===== src/rtl/obstacle_scheduler.sv =====
// obstacle_scheduler
//
// Owns a fixed pool of obstacle slots. Once per video frame it walks every
// slot (one per clock), pushes live obstacles down the playfield, retires
// those that would leave it, and then runs one spawn decision driven by a
// frame counter. A spawn takes the lowest free slot and places the obstacle
// at an x derived from a 16-bit Galois LFSR. The LFSR only advances on a
// successful spawn, so the x sequence depends only on the spawn history.
//
// Ports:
//   CLOCK_50        in   system clock
//   reset_n         in   asynchronous active-low reset
//   frame_tick      in   one-cycle pulse per video frame
//   enable          in   game running; low makes WAIT ignore ticks
//   clear           in   synchronous pulse removing every obstacle
//   obstacle_x      out  packed x positions, slot i at [10i+9:10i]
//   obstacle_y      out  packed y positions, same packing
//   obstacle_active out  one bit per slot, high while the slot is live
//   busy            out  high while a frame update is in progress
//   spawn_pulse     out  one-cycle pulse when an obstacle is spawned
//   spawn_miss      out  one-cycle pulse when a spawn found no free slot
module obstacle_scheduler #(
  parameter int          NUM_SLOTS    = 4,
  parameter int          SIZE_X       = 32,
  parameter int          SIZE_Y       = 32,
  parameter int          SCREEN_W     = 640,
  parameter int          SCREEN_H     = 480,
  parameter int          STEP         = 4,
  parameter int          SPAWN_PERIOD = 60,
  parameter logic [15:0] LFSR_SEED    = 16'hACE1
) (
  input  logic                      CLOCK_50,
  input  logic                      reset_n,
  input  logic                      frame_tick,
  input  logic                      enable,
  input  logic                      clear,
  output logic [10*NUM_SLOTS-1:0]   obstacle_x,
  output logic [10*NUM_SLOTS-1:0]   obstacle_y,
  output logic [NUM_SLOTS-1:0]      obstacle_active,
  output logic                      busy,
  output logic                      spawn_pulse,
  output logic                      spawn_miss
);

  localparam int KW = (NUM_SLOTS > 1) ? $clog2(NUM_SLOTS) : 1;
  localparam int CW = (SPAWN_PERIOD > 1) ? $clog2(SPAWN_PERIOD) : 1;
  localparam int X_LIMIT = SCREEN_W - SIZE_X;
  localparam int Y_LIMIT = SCREEN_H - SIZE_Y;
  localparam logic [KW-1:0] LAST_SLOT  = KW'(NUM_SLOTS - 1);
  localparam logic [CW-1:0] CNT_RELOAD = CW'(SPAWN_PERIOD - 1);
  localparam logic [15:0]   LFSR_TAPS  = 16'hB400;

  typedef enum logic [1:0] {
    WAIT  = 2'd0,
    MOVE  = 2'd1,
    SPAWN = 2'd2
  } state_t;

  state_t               state;
  state_t               next_state;
  logic [KW-1:0]        slot_idx;
  logic                 settle;
  logic [CW-1:0]        spawn_cnt;
  logic [15:0]          lfsr;
  logic [9:0]           pos_x [NUM_SLOTS];
  logic [9:0]           pos_y [NUM_SLOTS];
  logic [NUM_SLOTS-1:0] slot_active;

  logic [10:0]          move_sum;
  logic                 move_retire;
  logic                 free_found;
  logic [KW-1:0]        free_idx;
  logic [9:0]           spawn_x;
  logic [15:0]          lfsr_next;
  logic                 spawn_due;

  // State register. Reset drops straight back to WAIT, even mid-update.
  always_ff @(posedge CLOCK_50 or negedge reset_n) begin
    if (!reset_n) begin
      state <= WAIT;
    end else begin
      state <= next_state;
    end
  end

  // Next-state logic. clear wins over everything; ticks are only looked at
  // in WAIT, so a tick arriving during an update is simply lost. SPAWN
  // lasts two cycles: the decision cycle, then a settle cycle in which the
  // spawn result is already visible while busy is still high.
  always_comb begin
    next_state = state;
    if (clear) begin
      next_state = WAIT;
    end else begin
      case (state)
        WAIT:    if (frame_tick && enable) next_state = MOVE;
        MOVE:    if (slot_idx == LAST_SLOT) next_state = SPAWN;
        SPAWN:   if (settle) next_state = WAIT;
        default: next_state = WAIT;
      endcase
    end
  end

  // Decode for the datapath and packing of the slot registers onto the
  // output buses. The downward sum is taken one bit wider than the position
  // so an obstacle near the bottom can never wrap back to the top. The free
  // slot search scans from the top down so the lowest free index wins.
  always_comb begin
    move_sum    = {1'b0, pos_y[slot_idx]} + 11'(STEP);
    move_retire = (move_sum > 11'(Y_LIMIT));

    free_found = 1'b0;
    free_idx   = '0;
    for (int i = NUM_SLOTS - 1; i >= 0; i--) begin
      if (!slot_active[i]) begin
        free_found = 1'b1;
        free_idx   = KW'(i);
      end
    end

    if ({1'b0, lfsr[9:0]} >= 11'(X_LIMIT)) begin
      spawn_x = lfsr[9:0] - 10'(X_LIMIT);
    end else begin
      spawn_x = lfsr[9:0];
    end

    lfsr_next = {1'b0, lfsr[15:1]} ^ (lfsr[0] ? LFSR_TAPS : 16'h0000);
    spawn_due = (spawn_cnt == '0);

    obstacle_x = '0;
    obstacle_y = '0;
    for (int i = 0; i < NUM_SLOTS; i++) begin
      obstacle_x[10*i +: 10] = pos_x[i];
      obstacle_y[10*i +: 10] = pos_y[i];
    end
    obstacle_active = slot_active;
  end

  // Datapath registers. MOVE touches one slot per cycle; SPAWN makes the
  // spawn decision on its first cycle and drops busy on its settle cycle.
  // clear wipes the pool and the spawn counter but keeps the LFSR, so the
  // x sequence continues rather than repeating after a clear.
  always_ff @(posedge CLOCK_50 or negedge reset_n) begin
    if (!reset_n) begin
      slot_idx    <= '0;
      settle      <= 1'b0;
      spawn_cnt   <= '0;
      lfsr        <= LFSR_SEED;
      slot_active <= '0;
      busy        <= 1'b0;
      spawn_pulse <= 1'b0;
      spawn_miss  <= 1'b0;
      for (int i = 0; i < NUM_SLOTS; i++) begin
        pos_x[i] <= '0;
        pos_y[i] <= '0;
      end
    end else if (clear) begin
      slot_idx    <= '0;
      settle      <= 1'b0;
      spawn_cnt   <= '0;
      slot_active <= '0;
      busy        <= 1'b0;
      spawn_pulse <= 1'b0;
      spawn_miss  <= 1'b0;
      for (int i = 0; i < NUM_SLOTS; i++) begin
        pos_x[i] <= '0;
        pos_y[i] <= '0;
      end
    end else begin
      spawn_pulse <= 1'b0;
      spawn_miss  <= 1'b0;
      case (state)
        WAIT: begin
          if (frame_tick && enable) begin
            busy     <= 1'b1;
            slot_idx <= '0;
          end
        end
        MOVE: begin
          if (slot_active[slot_idx]) begin
            if (move_retire) begin
              slot_active[slot_idx] <= 1'b0;
              pos_x[slot_idx]       <= '0;
              pos_y[slot_idx]       <= '0;
            end else begin
              pos_y[slot_idx] <= move_sum[9:0];
            end
          end
          slot_idx <= (slot_idx == LAST_SLOT) ? '0 : slot_idx + KW'(1);
        end
        SPAWN: begin
          if (!settle) begin
            settle <= 1'b1;
            if (spawn_due) begin
              spawn_cnt <= CNT_RELOAD;
              if (free_found) begin
                slot_active[free_idx] <= 1'b1;
                pos_x[free_idx]       <= spawn_x;
                pos_y[free_idx]       <= '0;
                lfsr                  <= lfsr_next;
                spawn_pulse           <= 1'b1;
              end else begin
                spawn_miss <= 1'b1;
              end
            end else begin
              spawn_cnt <= spawn_cnt - CW'(1);
            end
          end else begin
            settle <= 1'b0;
            busy   <= 1'b0;
          end
        end
        default: begin
          busy <= 1'b0;
        end
      endcase
    end
  end

endmodule


===== config.mk =====
export PLATFORM = sky130hd
export DESIGN_NAME = obstacle_scheduler
export DESIGN_NICKNAME = d
export VERILOG_FILES = /design/src/rtl/obstacle_scheduler.sv
export SDC_FILE = /design/constraint.sdc
export NUM_CORES = 1
export LEC_CHECK = 0
export CORE_MARGIN = 3
export CORE_UTILIZATION = 56
export CTS_BUF_LIST = sky130_fd_sc_hd__clkbuf_4 sky130_fd_sc_hd__clkbuf_8
export CTS_CLUSTER_DIAMETER = 200
export DETAILED_ROUTE_END_ITERATION = 10
export MAX_ROUTING_LAYER = met4
export PLACE_DENSITY = 0.91
export SYNTH_ARGS = -nofsm -noshare
export SYNTH_HDL_FRONTEND = slang
export SYNTH_SLANG_ARGS = --single-unit

===== constraint.sdc =====
create_clock -name CLOCK_50 -period 3.29 [get_ports CLOCK_50]
set_input_delay 0.658 -clock CLOCK_50 [delete_from_list [all_inputs] [get_ports CLOCK_50]]
set_output_delay 0.658 -clock CLOCK_50 [all_outputs]
set_load 0.1 [all_outputs]

# After elaboration in Yosys (flattened, before gate mapping)
# Cells that the tools add are included.
# op_classes
add_sub_neg	4
order_cmp	10
eq_ne	13
mux	76
n_bitwise	13
n_reduce_logical	17
# ops
op	count
40-bit two-way mux	12
40-bit case mux with 2 select lines	2
40-bit bitwise AND	3
40-bit bitwise mux	2
40-bit NOT	2
10-bit two-way mux	5
10-bit demux with 2-bit select	2
4-bit two-way mux	6
6-bit two-way mux	4
3-bit != test (second input constant)	8
1-bit two-way mux	23
2-bit two-way mux	11
10-bit binary-select mux with 2-bit select	1
16-bit two-way mux	1
15-bit by 16-bit XOR with 16-bit output	1
10-bit by 3-bit adder with 11-bit output (second input constant)	1
11-bit by 9-bit > comparator with 1-bit output (second input constant)	1
10-bit greater-or-equal comparator (second input constant)	1
5-bit AND reduction	2
10-bit subtractor (second input constant)	1
4-bit case mux with 2 select lines	1
3-bit greater-or-equal comparator (second input constant)	2
6-bit zero test	1
2-bit by 3-bit < comparator with 1-bit output (second input constant)	2
24 further kinds	38
# totals
reg_bits	114
inputBits	5
output_inout_bits	87
word_cells	150

# Longest topological paths before layout
# Gate-level depths: netlist (run 1).
# depth
depth_word	16
depth_mapped	10
mapped_depth_nobuf	8

# Worst setup path before layout (run 1)
# OpenSTA, ideal clock, no wires.
# synth_path
path_kind	reg2reg
from	reg pos_y, in the netlist obstacle_y[33]
to	reg pos_y, in the netlist obstacle_y[30]
setup_time_ps	123
arrival_ps	2959
required_ps	3167
setup_slack_ps	209
stages_incl_launch_ff	8
path_buffers	1
synth_period_minus_slack_ps	3081
path_cell_list	dfrtp_1 > mux4_2 > ha_1 > and4b_1 > o31ai_2 > mux2i_4 > buf_6 > o21ai_2
# synth_between
elab_chain_cells	9
# synth_rtl
element	line_no	source
start, declared	66	logic [9:0] pos_y [NUM_SLOTS];
start signal, assigned by index	186	pos_y[slot_idx] <= move_sum[9:0];
10-bit binary-select mux with 2-bit select	109	move_sum = {1'b0, pos_y[slot_idx]} + 11'(STEP);
10-bit two-way mux (not written as such) (2 in a row)	109	
10-bit by 3-bit adder with 11-bit output	109	
11-bit by 9-bit > comparator with 1-bit output	110	move_retire = (move_sum > 11'(Y_LIMIT));
40-bit two-way mux	181	if (move_retire) begin
40-bit two-way mux	180	if (slot_active[slot_idx]) begin
40-bit case mux with 2 select lines	172	case (state)
40-bit two-way mux	157	end else if (clear) begin
# No other way between the ends. The select of a mux whose other input is x is not followed.
# A chain may end at the register's enable or synchronous reset.

# Worst setup path after layout (run 1)
# layout_path
from	reg slot_idx[0]
to	reg slot_active[2] (netlist: obstacle_active[2])
# layout_between
elab_chain_cells	10
word_cells_on_any_way	22
classes_between	add/sub (1); order compare (3); eq/ne (2); mux (11); bitwise (3); reduce/logical (2)
# layout_rtl
element	line_no	source
start, declared	61	logic [KW-1:0] slot_idx;
start signal, assigned	189	slot_idx <= (slot_idx == LAST_SLOT) ? '0 : slot_idx + KW'(1);
branches (longest 10 deep; another with 10-bit by 3-bit adder with 11-bit output)	--	
end signal, assigned	161	slot_active <= '0;
end signal, assigned by index	182	slot_active[slot_idx] <= 1'b0;
end signal, assigned by index	197	slot_active[free_idx] <= 1'b1;
end, declared	67	logic [NUM_SLOTS-1:0] slot_active;
# Parallel ways; which one is timed is not known. The select of a mux whose other input is x is not followed.

==> summary.txt, run 1 <==
CTS max path bufs: 2
Final Setup Violations: 0
CTS tree: yes
worst hold path class: in2async
critical path fanouts, max: 63
Root Driver: clkbuf_8
# port buffers: 91
EDFF count, synth: 0
Data arrival, critical path: 3.27 ns
Rel. slew slack: 51.9%
Syn Inst Count: 608
initial antenna violation count: 0
Crit. End Element: register
max-slew violation count: 0
height of the die: 108 um
commonest non-fill, non-tap cell in the layout: nand2_1
Setup crit start kind: register
# IOs: 92
# fillers: 691
area grow syn2layout: 21.0%
post-route clock period utilization: 90.6%
Tightest Pin Transition: 0.714 ns
nets@finish: 719
DRC: 0
number of buffers created by CTS: 17
first-pass GRT wire length: 24800 um
layout cells sized above 1: 28.0%
DRT antenna net count: 0
setup bufs post-CTS: 0
crit path time final: 2.98 ns
FFs w/ async S/R, synth: 100%
hold_buf cts: 0
vias per cell: 5.97
Setup CP Type: reg2reg
leak pwr: 0.00313 uW
initial core utilization: 58.5%
placement row count: 36
Yosys cell types: 53
multi-input logic area: 2550 um^2
CTS Sinks: 114
DR WL/cell: 17.8 um
Syn Area/Cell: 9.57 um^2
insertion delay to the later sink of the worst-skew pair: 0.43 ns
RSZ-0062 raised after global routing: no
GPL Wtd Cong: 0.978
gr ovfl total: 0
Fmax: 336 MHz
hpwl dp: 10500 um
placed insts: 819
cell area power density: 416 nW/um^2
die area: 11700 um^2
chip width: 108 um
max_cap viols: 0
fin cells: 851
Seq/Total Area, Yosys: 49.2%
core area: 9950 um^2
number of global-route vias before repair: 4941
final wirelength: 15100 um
final hold violations: 0
Total GRT Usage: 28.3%
Reg clk slew, reported paths: 0.07 ns
PostCTS Resize Cnt: 0
CP Data Required Time: 3.58 ns
H-tree levels: 4
pin count of the biggest net entering global routing: 78
final setup TNS: 0 ns
YS warnings: 0
area occupied by registers: 2860 um^2
most frequent cells in the layout: nand2_1, buf_4, dfrtp_1
Peak VDD IR: 0.000223 V
most used flip-flop cell after synthesis: dfrtp_1
DR iter-0 viols: 356
antenna diode count: 0
flops & latches, synth: 114
DRT Pass-1 Iters: 6
Synth Cell Area: 5820 um^2
via count: 5079
syn nets: 622
Setup Skew: 0.00978 ns
run status: completed
worst max-delay path, stage by stage, from the launching register on:
cell and delay, ns:
dfrtp_1 0.44, mux4_2 0.62, ha_1 0.33, and4b_1 0.25, o31ai_2 0.37, mux2i_4 0.33
buf_12 0.32, a31oi_2 0.13
flip-flops by register name, indices dropped and copies added (netlist names):
signal and cells:
slot_idx 2, spawn_pulse 1, obstacle_active 4, lfsr 16, spawn_cnt 6, obstacle_y 40, obstacle_x 40, state 2
spawn_miss 1, settle 1, busy 1
final cells by class:
| class | count | share of cell area [%] |
|---|---|---|
| well taps | 133 | 2.36 |
| clock inverters | 10 | 1.55 |
| repair buffers | 113 | 12.5 |
| clock buffers | 22 | 4.03 |
| inverters | 49 | 2.61 |
| flip-flops and latches | 114 | 40.7 |
| multi-input cells | 410 | 36.3 |
layer usage:
layer  track usage, %  share of wire (%)  vias up
li1                 -                  -     2289
met1             35.8                 39     2430
met2             43.9                 49      307
met3             6.69                8.7       53
met4             12.1                3.0        0
met5                -                  0        -
path summary, 6_finish.rpt:
path	start	endpoint	slack, ns	cells past startpoint
setup / recovery	slot_idx[0]$_DFFE_PN0P_	obstacle_active[2]$_DFFE_PN0P_	0.31	7
hold / removal	reset_n	obstacle_y[17]$_DFFE_PN0P_	0.19	1
setup reg to reg	slot_idx[0]$_DFFE_PN0P_	obstacle_active[2]$_DFFE_PN0P_	0.31	7
hold reg to reg	lfsr[15]$_DFFE_PN1P_	lfsr[15]$_DFFE_PN1P_	0.46	2
max in group asynchronous	reset_n	lfsr[7]$_DFFE_PN1P_	2.30	2
min in group CLOCK_50	lfsr[15]$_DFFE_PN1P_	lfsr[15]$_DFFE_PN1P_	0.46	2
stage by stage:
stage	setup slack (ns)	total power [uW]	utilization (%)	hold WS, ns	cell area [um^2]
after floorplan	0.209	1590	-	0.362	5820
after global placement	0.465	1650	66.8	0.448	6650
after detailed placement	0.378	1660	66.8	0.456	6650
after CTS	0.356	2940	70.7	0.194	7040
after global routing	0.225	3030	70.7	0.208	7040
final	0.310	2930	70.7	0.189	7040
power breakdown:
| part | switching, uW | internal, uW | total (uW) |
|---|---|---|---|
| Clock | 562 | 732 | 1290 |
| Sequential | 15.2 | 1410 | 1430 |
| Combinational | 157 | 53.3 | 210 |
Yosys cell counts (8+ instances only):
| master | n | area, um^2 |
|---|---|---|
| a21oi_1 | 15 | 75.1 |
| a22oi_1 | 41 | 308 |
| and2_1 | 12 | 75.1 |
| buf_2 | 9 | 45.0 |
| buf_6 | 10 | 113 |
| clkbuf_1 | 13 | 48.8 |
| dfrtp_1 | 106 | 2650 |
| dfstp_2 | 8 | 210 |
| ha_1 | 9 | 113 |
| inv_1 | 49 | 184 |
| mux4_2 | 11 | 248 |
| nand2_1 | 132 | 495 |
| nor2_1 | 24 | 90.1 |
| nor3_1 | 9 | 45.0 |
| o21ai_0 | 11 | 55.1 |
| o21ai_1 | 49 | 245 |
| o21ai_2 | 30 | 263 |
cells by family after synthesis:
kind of cell / Yosys count / share of synthesized area, %
buffers and inverters: 84 / 6.90
xor gates and xnor gates: 8 / 1.20
muxes: 12 / 4.64
and+or+nand+nor: 210 / 16.1
AOI/OAI and AO/OA: 171 / 20.0
adders and majority gates: 9 / 1.94
DFF: 114 / 49.2
No activity file was read; power rests on OpenSTA's default activity.
==> run 2: changes to the inputs <==
--- a/config.mk
+++ b/config.mk
@@ -10,6 +10,7 @@
 export CTS_BUF_LIST = sky130_fd_sc_hd__clkbuf_4 sky130_fd_sc_hd__clkbuf_8
 export CTS_CLUSTER_DIAMETER = 200
 export DETAILED_ROUTE_END_ITERATION = 10
+export GPL_TIMING_DRIVEN = 1
 export MAX_ROUTING_LAYER = met4
 export PLACE_DENSITY = 0.91
 export SYNTH_ARGS = -nofsm -noshare
==> results of run 2 <==
Final layout, timing and power as in run 1 (identical DEF).
==> run 3: changes to the inputs <==
--- a/config.mk
+++ b/config.mk
@@ -6,13 +6,14 @@
 export NUM_CORES = 1
 export LEC_CHECK = 0
 export CORE_MARGIN = 3
-export CORE_UTILIZATION = 56
+export CORE_UTILIZATION = 32
 export CTS_BUF_LIST = sky130_fd_sc_hd__clkbuf_4 sky130_fd_sc_hd__clkbuf_8
 export CTS_CLUSTER_DIAMETER = 200
 export DETAILED_ROUTE_END_ITERATION = 10
 export GPL_TIMING_DRIVEN = 1
 export MAX_ROUTING_LAYER = met4
-export PLACE_DENSITY = 0.91
+export PLACE_DENSITY = 0.6
 export SYNTH_ARGS = -nofsm -noshare
 export SYNTH_HDL_FRONTEND = slang
 export SYNTH_SLANG_ARGS = --single-unit
+export TNS_END_PERCENT = 50
==> run 3 against run 2 <==
Sequential power about the same; cell area up 1.9%; combinational power up 5%; clock skew down 0.00067 ns; largest power group unchanged; routed wire length up 6.5%.
==> summary.txt, run 3 (same netlist as run 1, synthesis figures left out) <==
Reg2Reg Setup Slack: 0.39 ns (+0.08 ns)
DRC: 0 (unchanged)
Setup crit start kind: register
clock share of power: 42.1% (-2.1 points)
chip width: 141 um (+30%)
CTS tree: yes
worst hold path class: in2async
placed insts: 914 (+12%)
# fillers: 1720 (+150%)
final wirelength: 16100 um (+6.5%)
RSZ-0062 raised after global routing: no
Hold Worst Slack: 0.299 ns (+0.111 ns)
initial antenna violation count: 0 (unchanged)
die area: 19800 um^2 (+70%)
sequential power share: 50.1% (+1.4 points)
Reg clk slew, reported paths: 0.07 ns (about the same)
crit path time final: 2.90 ns (-0.0766 ns)
hold_buf cts: 0 (unchanged)
WP depth: 7 (unchanged)
total power: 2840 uW (-3.0%)
max-slew violation count: 0 (unchanged)
leak pwr: 0.00315 uW (+0.55%)
multi-input logic area: 2550 um^2 (unchanged)
Setup Skew: 0.00911 ns (-0.000672 ns)
final setup TNS: 0 ns (unchanged)
crit-path leading delay family: multiplexers
gr ovfl total: 0 (unchanged)
via count: 4868 (-4.2%)
Final Setup Violations: 0 (unchanged)
Psw: 726 uW (-1.1%)
internal power: 2120 uW (-3.6%)
run status: completed
most frequent cells in the layout: nand2_1, buf_4, dfrtp_1
PostCTS Resize Cnt: 0 (unchanged)
Worst path slowest cell: mux4_2
# port buffers: 91 (unchanged)
worst path cell trace: mux4_2 > ha_1 > and4b_1 > o31ai_2 > mux2i_4 > buf_4 > o21ai_1
setup bufs post-CTS: 0 (unchanged)
logic gate share of total power: 7.8% (+0.6 points)
area occupied by registers: 2860 um^2 (unchanged)
final hold violations: 0 (unchanged)
number of buffers created by CTS: 17 (unchanged)
fin cells: 946 (+11%)
# IOs: 92 (unchanged)
post-layout util: 40.9% (-30 points)
Total GRT Usage: 17.1% (-11 points)
R2R Path End: obstacle_y[5]$_DFFE_PN0P_
layout cells sized above 1: 28.3% (+0.30 points)
first-pass GRT wire length: 26200 um (+5.8%)
CP Data Required Time: 3.59 ns (about the same)
DRT antenna net count: 0 (unchanged)
post-route clock period utilization: 88.2% (-2.3 points)
switch share: 25.5% (+0.48 points)
Rel. slew slack: 44.1% (-7.8 points)
number of global-route vias before repair: 4830 (-2.2%)
nets@finish: 722 (+0.42%)
Fmax: 344 MHz (+2.6%)
Data arrival, critical path: 3.20 ns (-0.07 ns)
placement row count: 48 (+33%)
area grow syn2layout: 23.3%
pin count of the biggest net entering global routing: 57 (-27%)
antenna diode count: 0 (unchanged)
DRT Pass-1 Iters: 4 (-2)
DR iter-0 viols: 308 (-13%)
insertion delay to the later sink of the worst-skew pair: 0.43 ns (about the same)
Peak VDD IR: 0.000255 V (+14%)
commonest non-fill, non-tap cell in the layout: nand2_1
H-tree levels: 4 (unchanged)
DR WL/cell: 17.0 um (-4.2%)
worst reg-to-reg path cell count: 7 (unchanged)
GPL Wtd Cong: 0.933 (-4.7%)
max_cap viols: 0 (unchanged)
Setup CP Type: reg2reg
hpwl dp: 11500 um (+9.4%)
CTS max path bufs: 2 (unchanged)
Crit. End Element: register
height of the die: 141 um (+30%)
vias per cell: 5.15 (-14%)
CP max stage delay: 0.60 ns (-0.02 ns)
CTS Sinks: 114 (unchanged)
core area: 17500 um^2 (+76%)
worst r2r src: slot_idx[0]$_DFFE_PN0P_
critical path fanouts, max: 16 (-75%)
Root Driver: clkbuf_8
initial core utilization: 33.2% (-25 points)
Tightest Pin Transition: 0.830 ns (+0.116 ns)
Buffers & Inverters on Critical Path: 1 (unchanged)
cell area power density: 396 nW/um^2 (-4.8%)
[run 3: cell count changes in the layout (fill, tap and decap cells not counted), sizes merged]
cell	delta
clkbuf	+5
buf	+3
bufinv	-2
clkinv	-2
clkinvlp	-1
[run 3: worst max-delay path by stage]
stage                            endpoint  slack (ns)                        from
2_1_floorplan  obstacle_y[30]$_DFFE_PN0P_        0.21  obstacle_y[33]$_DFFE_PN0P_
3_3_place_gp    obstacle_y[5]$_DFFE_PN0P_        0.45     slot_idx[0]$_DFFE_PN0P_
3_5_place_dp    obstacle_y[7]$_DFFE_PN0P_        0.40     slot_idx[0]$_DFFE_PN0P_
4_1_cts         obstacle_y[5]$_DFFE_PN0P_        0.38     slot_idx[0]$_DFFE_PN0P_
5_1_grt         obstacle_y[5]$_DFFE_PN0P_        0.20     slot_idx[0]$_DFFE_PN0P_
6_report        obstacle_y[5]$_DFFE_PN0P_        0.39     slot_idx[0]$_DFFE_PN0P_
[run 3: metrics by stage]
step / setup WS, ns / cell area [um^2]
final: 0.387 / 7170
after global routing: 0.203 / 7170
after CTS: 0.378 / 7170
after detailed placement: 0.401 / 6810
after global placement: 0.452 / 6810
after floorplan: 0.209 / 5820
[run 3: power by group through the flow]
stage | registers, uW | logic [uW] | clock network (uW)
after floorplan | 1490 | 95.9 | 0
after global placement | 1450 | 220 | 0
after detailed placement | 1450 | 225 | 0
after CTS | 1420 | 225 | 1230
after global routing | 1430 | 240 | 1290
final | 1420 | 221 | 1200
[run 3: layer usage]
| layer | routed length [um] | global-route usage, % |
|---|---|---|
| met5 | 0 | - |
| met4 | 120 | 4.69 |
| met3 | 1120 | 4.41 |
| met2 | 7560 | 25.9 |
| met1 | 7330 | 22.8 |
[run 3: cell type report]
class	instances	area share (%)
sequential	114	39.9
multi-input combinational	410	35.6
timing repair buffer	116	12.9
clock buffer	27	4.66
tap	225	3.92
inverter	49	2.56
clock inverter	5	0.384
